**src/rtl/rename_freelist_ctrl.sv**
```systemverilog
// Physical-register free list for Rename, with branch checkpoints that snapshot the
// allocation pointer so a mispredict can restore the list in a single cycle.
module rename_freelist_ctrl #(
    parameter int unsigned N_LOG      = 32,
    parameter int unsigned N_PHYS     = 64,
    parameter int unsigned N_CHECKPTS = 8,
    localparam int unsigned FL_DEPTH  = N_PHYS - N_LOG,
    localparam int unsigned PREG_W    = $clog2(N_PHYS),
    localparam int unsigned PTR_W     = $clog2(FL_DEPTH) + 1,
    localparam int unsigned CK_W      = $clog2(N_CHECKPTS)
) (
    input  logic              clk,
    input  logic              rst_n,
    input  logic              alloc_req_i,
    output logic              alloc_gnt_o,
    output logic [PREG_W-1:0] alloc_preg_o,
    input  logic              free_valid_i,
    input  logic [PREG_W-1:0] free_preg_i,
    input  logic              ckpt_save_i,
    output logic [CK_W-1:0]   ckpt_id_o,
    output logic              ckpt_avail_o,
    input  logic              ckpt_release_i,
    input  logic              recover_i,
    input  logic [CK_W-1:0]   recover_id_i,
    output logic [PTR_W-1:0]  free_count_o,
    output logic              empty_o,
    output logic              err_o
);

    localparam int unsigned IDX_W = PTR_W - 1;

    logic [PREG_W-1:0] fl_q   [FL_DEPTH];
    logic [PREG_W-1:0] fl_d   [FL_DEPTH];
    logic [PTR_W-1:0]  snap_q [N_CHECKPTS];
    logic [PTR_W-1:0]  snap_d [N_CHECKPTS];

    logic [PTR_W-1:0] head_q, head_d;
    logic [PTR_W-1:0] tail_q, tail_d;
    logic [CK_W-1:0]  ckpt_head_q, ckpt_head_d;
    logic [CK_W-1:0]  ckpt_tail_q, ckpt_tail_d;
    logic [CK_W:0]    ckpt_count_q, ckpt_count_d;
    logic             err_q, err_d;

    logic             full;
    logic             free_nonzero;
    logic             free_fire;
    logic             save_fire;
    logic             rel_fire;
    logic             rec_live;
    logic             rec_ok;
    logic [CK_W-1:0]  rec_dist;
    logic [CK_W:0]    ckpt_count_base;

    assign free_count_o = tail_q - head_q;
    assign empty_o      = (free_count_o == '0);
    assign full         = (free_count_o == PTR_W'(FL_DEPTH));
    assign alloc_preg_o = fl_q[head_q[IDX_W-1:0]];
    assign alloc_gnt_o  = alloc_req_i & ~empty_o & ~recover_i;

    assign ckpt_avail_o = (ckpt_count_q < (CK_W+1)'(N_CHECKPTS));
    assign ckpt_id_o    = ckpt_tail_q;
    assign err_o        = err_q;

    // Live slots are the ckpt_count_q entries starting at ckpt_head_q (modulo depth).
    assign rec_dist = recover_id_i - ckpt_head_q;
    assign rec_live = ({1'b0, rec_dist} < ckpt_count_q);
    assign rec_ok   = recover_i & rec_live;

    assign free_nonzero = (free_preg_i != '0);
    assign free_fire    = free_valid_i & free_nonzero & ~full;
    assign save_fire    = ckpt_save_i & ckpt_avail_o & ~recover_i;
    assign rel_fire     = ckpt_release_i & (ckpt_count_q != '0);

    always_comb begin
        fl_d = fl_q;
        tail_d = tail_q;
        if (free_fire) begin
            fl_d[tail_q[IDX_W-1:0]] = free_preg_i;
            tail_d = tail_q + PTR_W'(1);
        end
    end

    always_comb begin
        snap_d = snap_q;
        head_d = head_q + PTR_W'(alloc_gnt_o);
        ckpt_tail_d = ckpt_tail_q;
        ckpt_count_base = ckpt_count_q;
        if (rec_ok) begin
            head_d = snap_q[recover_id_i];
            ckpt_tail_d = recover_id_i + CK_W'(1);
            ckpt_count_base = {1'b0, rec_dist} + (CK_W+1)'(1);
        end else if (save_fire) begin
            // Snapshot covers the branch's own same-cycle allocation.
            snap_d[ckpt_tail_q] = head_q + PTR_W'(alloc_gnt_o);
            ckpt_tail_d = ckpt_tail_q + CK_W'(1);
            ckpt_count_base = ckpt_count_q + (CK_W+1)'(1);
        end
        ckpt_head_d  = ckpt_head_q + CK_W'(rel_fire);
        ckpt_count_d = ckpt_count_base - (CK_W+1)'(rel_fire);
    end

    always_comb begin
        err_d = err_q;
        if (free_valid_i && free_nonzero && full)      err_d = 1'b1;
        if (ckpt_save_i && !recover_i && !ckpt_avail_o) err_d = 1'b1;
        if (ckpt_release_i && (ckpt_count_q == '0))    err_d = 1'b1;
        if (recover_i && !rec_live)                    err_d = 1'b1;
    end

    always_ff @(posedge clk or negedge rst_n) begin
        if (!rst_n) begin
            for (int i = 0; i < int'(FL_DEPTH); i++) begin
                fl_q[i] <= PREG_W'(N_LOG + i);
            end
            for (int i = 0; i < int'(N_CHECKPTS); i++) begin
                snap_q[i] <= '0;
            end
            head_q       <= '0;
            tail_q       <= PTR_W'(FL_DEPTH);
            ckpt_head_q  <= '0;
            ckpt_tail_q  <= '0;
            ckpt_count_q <= '0;
            err_q        <= 1'b0;
        end else begin
            fl_q         <= fl_d;
            snap_q       <= snap_d;
            head_q       <= head_d;
            tail_q       <= tail_d;
            ckpt_head_q  <= ckpt_head_d;
            ckpt_tail_q  <= ckpt_tail_d;
            ckpt_count_q <= ckpt_count_d;
            err_q        <= err_d;
        end
    end

endmodule

```
**config.mk**
```make
export PLATFORM = sky130hd
export DESIGN_NAME = rename_freelist_ctrl
export DESIGN_NICKNAME = d
export VERILOG_FILES = /design/src/rtl/rename_freelist_ctrl.sv
export SDC_FILE = /design/constraint.sdc
export NUM_CORES = 1
export LEC_CHECK = 0
export ABC_AREA = 1
export CAP_MARGIN = 20
export CORE_AREA = 2 2 161 163
export CTS_BUF_LIST = sky130_fd_sc_hd__clkbuf_2
export DETAILED_ROUTE_END_ITERATION = 7
export DIE_AREA = 0 0 163 165
export PLACE_DENSITY = 0.78
export SLEW_MARGIN = 20
export SYNTH_ARGS = -nofsm -noshare
export SYNTH_HDL_FRONTEND = slang
export SYNTH_SLANG_ARGS = --single-unit
export TNS_END_PERCENT = 1
```
**constraint.sdc**
```tcl
create_clock -name clk -period 3 [get_ports clk]
set_clock_uncertainty 0.05 [all_clocks]
set_input_delay 0.6 -clock clk [delete_from_list [all_inputs] [get_ports clk]]
set_output_delay 0.6 -clock clk [all_outputs]
set_load 0.01 [all_outputs]
```
* Word level (Yosys, flattened, before mapping)
Cells that the tools add are included.
** Word-level totals
- Register bits after elaboration :: 263
- Output and inout port bits :: 19
** Cells by class
- Eq/ne operators :: 1
- Bitwise gates (word level) :: 16
- Add/subtract/negate cells :: 10
- Reductions and logical operators :: 18
- Muxes and demuxes :: 21
- Order comparisons :: 8
** Operators with widths (number)
- 192-bit bitwise mux :: 1
- 48-bit bitwise mux :: 1
- 6-bit 2-to-1 mux :: 7
- 6-bit binary-select mux with 5-bit select :: 1
- 6-bit demux with 5-bit select :: 1
- 6-bit binary-select mux with 3-bit select :: 1
- 6-bit demux with 3-bit select :: 1
- 6-bit greater-or-equal comparator (second input constant) :: 2
- 5-bit inverter with 6-bit output :: 2
- 1-bit bitwise AND :: 8
- 4-bit greater-or-equal comparator (second input constant) :: 2
- 1-bit logical AND :: 8
- 4-bit 2-to-1 mux :: 2
- 3-bit inverter with 4-bit output :: 2
- 4-bit nonzero test :: 2
- 3-bit by 1-bit adder with 3-bit output (second input constant) :: 2
- 6-bit by 1-bit adder with 6-bit output :: 1
- 6-bit by 1-bit adder with 6-bit output (second input constant) :: 1
- 6-bit equality test (second input constant) :: 1
- 6-bit zero test :: 1
- 6-bit by 1-bit < comparator with 1-bit output (second input constant) :: 1
- 3-bit 2-to-1 mux :: 2
- 6-bit nonzero test :: 1
- 6-bit subtractor :: 1
- other kinds (14) :: 22

* Longest topological paths before layout
- Depth in word-level cells :: 7
- Depth in mapped cells :: 22
- Mapped depth without buffers :: 21

* Worst setup path after synthesis
Ideal clock, no wire load.
- Path kind :: input-to-reg
- From :: in recover_id_i[0]
- To :: reg ckpt_count_q[2]
- Arrival :: 3.107 ns
- Buffers on the path :: 1
- Stages :: 18
- Setup time :: 0.123 ns
- Path slack :: -0.279 ns
- Cell sequence :: clkinv_1 -> clkbuf_1 -> ha_1 -> inv_1 -> fa_1 -> nand3_1 -> nand2_1 -> ha_1 -> inv_1 -> nor2_1 -> nand2_1 -> nand3_2 -> nand2_1 -> o221ai_1 -> inv_1 -> ha_1 -> ha_1 -> xnor2_1
** Between the ends
- Longest elaborated chain between the ends :: 5
- Elaborated cells on any way between the ends :: 6
** RTL lines
- start: declaration :: line 24 : input logic [CK_W-1:0] recover_id_i,
- 3-bit subtractor (*) :: line 65 : assign rec_dist = recover_id_i - ckpt_head_q;
- 3-bit by 4-bit < comparator with 1-bit output :: line 66 : assign rec_live = ({1'b0, rec_dist} < ckpt_count_q);
- 1-bit bitwise AND :: line 67 : assign rec_ok = recover_i & rec_live;
- 4-bit 2-to-1 mux (*) :: line 88 : if (rec_ok) begin
- 4-bit by 1-bit subtractor with 4-bit output (*) :: line 99 : ckpt_count_d = ckpt_count_base - (CK_W+1)'(rel_fire);
- via ckpt_count_d[2] :: line 41 : logic [CK_W:0] ckpt_count_q, ckpt_count_d;
- end signal: assignment :: line 131 : ckpt_count_q <= ckpt_count_d;
- end: declaration :: line 41
Mark *: on every way through the listed nets, which the timed path passes. The rest lies on a longest branch.
A chain may end at the register's enable or synchronous reset.

* Final worst setup path
- From :: reg head_q[0]
- To :: out alloc_preg_o[3]
** Between the ends
- Longest elaborated chain between the ends :: 4
** RTL lines
- start: declaration :: line 37 : logic [PTR_W-1:0] head_q, head_d;
- start signal: assignment :: line 118 : head_q <= '0;
- start signal: assignment :: line 127 : head_q <= head_d;
- 5-bit inverter with 6-bit output (not written as such) :: line 57 : assign alloc_preg_o = fl_q[head_q[IDX_W-1:0]];
- 6-bit binary-select mux with 5-bit select :: line 57
- 6-bit 2-to-1 mux (not written as such) (2 in series) :: line 57
- end: declaration :: line 16 : output logic [PREG_W-1:0] alloc_preg_o,
No other way between the ends. The select of a mux whose other input is x is not followed.

==> flow_metrics.tcl <==
set metrics [dict create \
    status "finished with violations" \
    violations "setup timing" \
    worstMarginPinSlew_ns 0.7044 \
    drive_gt1_share_pct 21.86 \
    synth_top_area_share_pct 26.09 \
    layout_min_cycle_time_ns 3.457 \
    routed_wl_mm 41.44 \
    fin_crit_sh_pct 115.2 \
    yosysWarningCount 0 \
    hold_viol_final 0 \
    fin_hold_ws_ns 0.2602 \
    clockBufferDepth 3 \
    fillerInstances 2108 \
    synth-seq-cells 263 \
    worst-path-max-fanout 16 \
    coreArea_sq_mm 0.02504 \
    seq_area_frac_synth_pct 46.73 \
    syn_area_sq_mm 0.01439 \
    synth_area_leaders "dfrtp_1, dfstp_2, nand2_1" \
    post_drt_wl_per_cell_um 18.13 \
    root_buffer "clkbuf_2" \
    required_ns 2.35 \
    cts.sinks 263 \
    fin_nets 1937 \
    clk_latency_ns 0.87 \
    startpoint_type "flop" \
    synth_edf_count 0 \
    ios 35 \
    timing.fmax_ghz 0.2893 \
    yosys.area.top_type "dfrtp_1" \
    grtUsageTotal_pct 31.23 \
    gp_congestion 0.9120 \
    crit_type "reg -> out" \
    grt_pass1_vias 13011 \
    power_mw 16.71 \
    cts_buffers 70 \
    finalSetupViolations 11 \
    drtAntennaViolNets 0 \
    dr.pass1.iters 8 \
    synthCells 1830 \
    rsz0062_at_grt "true" \
    antenna_found_initial 2 \
    drv_cap 0 \
    hpwl_mm 25.96 \
    leakagePower_nw 7.709 \
    area_growth_pct 13.19 \
    htreeDepth 3 \
    synth-async-reset-ratio_pct 100.0 \
    ir_drop_v 0.001065 \
    synthFlopType "dfrtp_1" \
    end_kind "output port" \
    die_y_um 165 \
    fin_ws_ns -0.4569 \
    syn_nets 1870 \
    cts_tree "built" \
    drv_slew 0 \
    port_buffers 34 \
    grt_max_degree 84 \
    cp.arrival_ns 2.81 \
    power_density_mw_per_mm2 1026 \
    max-slew-margin-rel_pct 53.04 \
    seq_area_sq_mm 0.006725 \
    hold_path.class "in -> async" \
    syn_area_per_cell_sq_um 7.862 \
    start_util_pct 57.47 \
    vias 13605 \
    fin_util_pct 65.05 \
    reg2regPathDepth 17 \
    ys_types 35 \
    grt_first_pass_wirelength_mm 66.59 \
    via_per_inst 5.954 \
    cts.reportedPaths.clkPinSlew_ns 0.11 \
    post-route-drc-count 0 \
    dieArea_sq_mm 0.02690 \
    grt_overflow_total 0 \
    multi_input_area_sq_mm 0.006848 \
    drtIter0Drc 1493 \
    die_w_um 163 \
    rows 58 \
]
[cell type report]
type | instances | area share (%)
flip-flops and latches | 263 | 41.30
inverters | 88 | 2.136
clock buffers | 111 | 3.411
diodes | 2 | 0.03073
well taps | 330 | 2.535
repair buffers | 118 | 7.767
clock inverters | 17 | 0.7760
multi-input cells | 1356 | 42.05
[worst paths after layout]
| kind | from | to | slack (ns) |
|---|---|---|---|
| max in group asynchronous | rst_n | fl_q[105] | 1.76 |
| min in group clk | fl_q[111] | fl_q[111] | 0.41 |
| worst max register to register | head_q[0] | head_q[5] | 0.15 |
| worst max-delay path | head_q[0] | alloc_preg_o[3] | -0.46 |
| worst min register to register | fl_q[111] | fl_q[111] | 0.41 |
| worst min-delay path | rst_n | fl_q[166] | 0.26 |
[routing by layer]
layer	share of wire [%]	global-route usage [%]	vias up
met1	40	41.86	6431
met5	0	0	-
met3	8.6	6.178	151
met4	4.2	13.80	0
met2	47	49.54	681
li1	-	-	6342
[synth_stat cells (2+ instances only)]
library cell	number
nor3_4	2
buf_4	3
mux2i_1	6
buf_6	22
dfstp_2	113
clkbuf_1	45
nor2_4	5
nand3_2	33
inv_1	81
clkbuf_2	4
a31oi_1	2
o22ai_1	28
ha_1	22
dfrtp_1	150
buf_2	30
o21ai_0	157
nor2_2	9
buf_1	19
xor2_1	7
a21oi_1	60
clkinv_1	2
nor2_1	132
nand4_1	195
a21boi_0	18
nand3_1	37
nand2_1	633
inv_2	5
fa_1	2
o21ai_1	2
[metrics by stage]
step,instances,area [sq um],setup WS [ns],TNS (ns)
floorplan,1830,14440,-0.007933,-0.007933
global placement,2149,15280,-0.4507,-4.068
detailed placement,2149,15280,-0.5226,-5.100
CTS,2282,16150,-0.4881,-4.654
global route,2285,16290,-0.5619,-5.032
finish,2285,16290,-0.4569,-3.339
[power by group]
| group | switching, mW | leakage (nW) | internal, mW | total, mW |
|---|---|---|---|---|
| clock | 1.54 | 0.520 | 1.15 | 2.68 |
| combinational | 5.04 | 4.09 | 3.00 | 8.04 |
| sequential | 0.781 | 3.10 | 5.21 | 5.99 |
[worst max-delay path, stage by stage (launching register included)]
cell	delay (ns)
dfrtp_2	0.46
buf_8	0.17
inv_8	0.11
buf_12	0.16
o21ai_0	0.10
o22ai_1	0.18
nand2_1	0.17
a21oi_2	0.17
nand2_1	0.06
nand2_1	0.09
clkdlybuf4s15_1	0.25
[cell families (layout without fill, tap and decap cells)]
group,Yosys count,after routing,synth area share [%]
AO/OA/AOI/OAI,268,268,9.923
XOR/XNOR,8,8,0.4870
adder cells (fa/ha/maj),24,24,2.191
buffers and inverters,211,334,7.027
flip-flops,263,263,46.73
multiplexers,6,6,0.4174
other,0,2,0
AND/OR/NAND/NOR,1050,1050,33.23
[cells in the final DEF, fill, tap and decap left out, drive strengths merged, types with 2 or more instances in the layout]
master	netlist	final
ha	22	22
nand4	195	195
bufinv	0	2
nor2	146	146
clkinv	2	13
inv	86	88
a21oi	60	60
o22ai	28	28
diode	0	2
clkdlybuf4s50	0	20
fa	2	2
dfstp	113	113
dfrtp	150	150
clkdlybuf4s15	0	4
nor3	3	3
clkbuf	49	115
nand2	635	635
clkinvlp	0	2
mux2i	6	6
a21boi	18	18
o21ai	159	159
a31oi	2	2
nand3	70	70
buf	74	87
xor2	7	7
[registers in the layout, indices dropped and copies added, names as in the netlist]
register	count
fl_q	192
snap_q	48
head_q	6
tail_q	6
ckpt_count_q	4
ckpt_head_q	3
ckpt_id_o	3
err_o	1
[timing repair]
item | in CTS | in global routing
hold buffers | 1 | 0
pin swaps | 10 | 14
endpoints found under the hold margin | 56 | 0
cloned | 3 | 1
setup endpoints to repair | 41 | 56
resized for setup | 55 | 53
buffers inserted | 2 | 0
(Power assumes the default switching activity.)
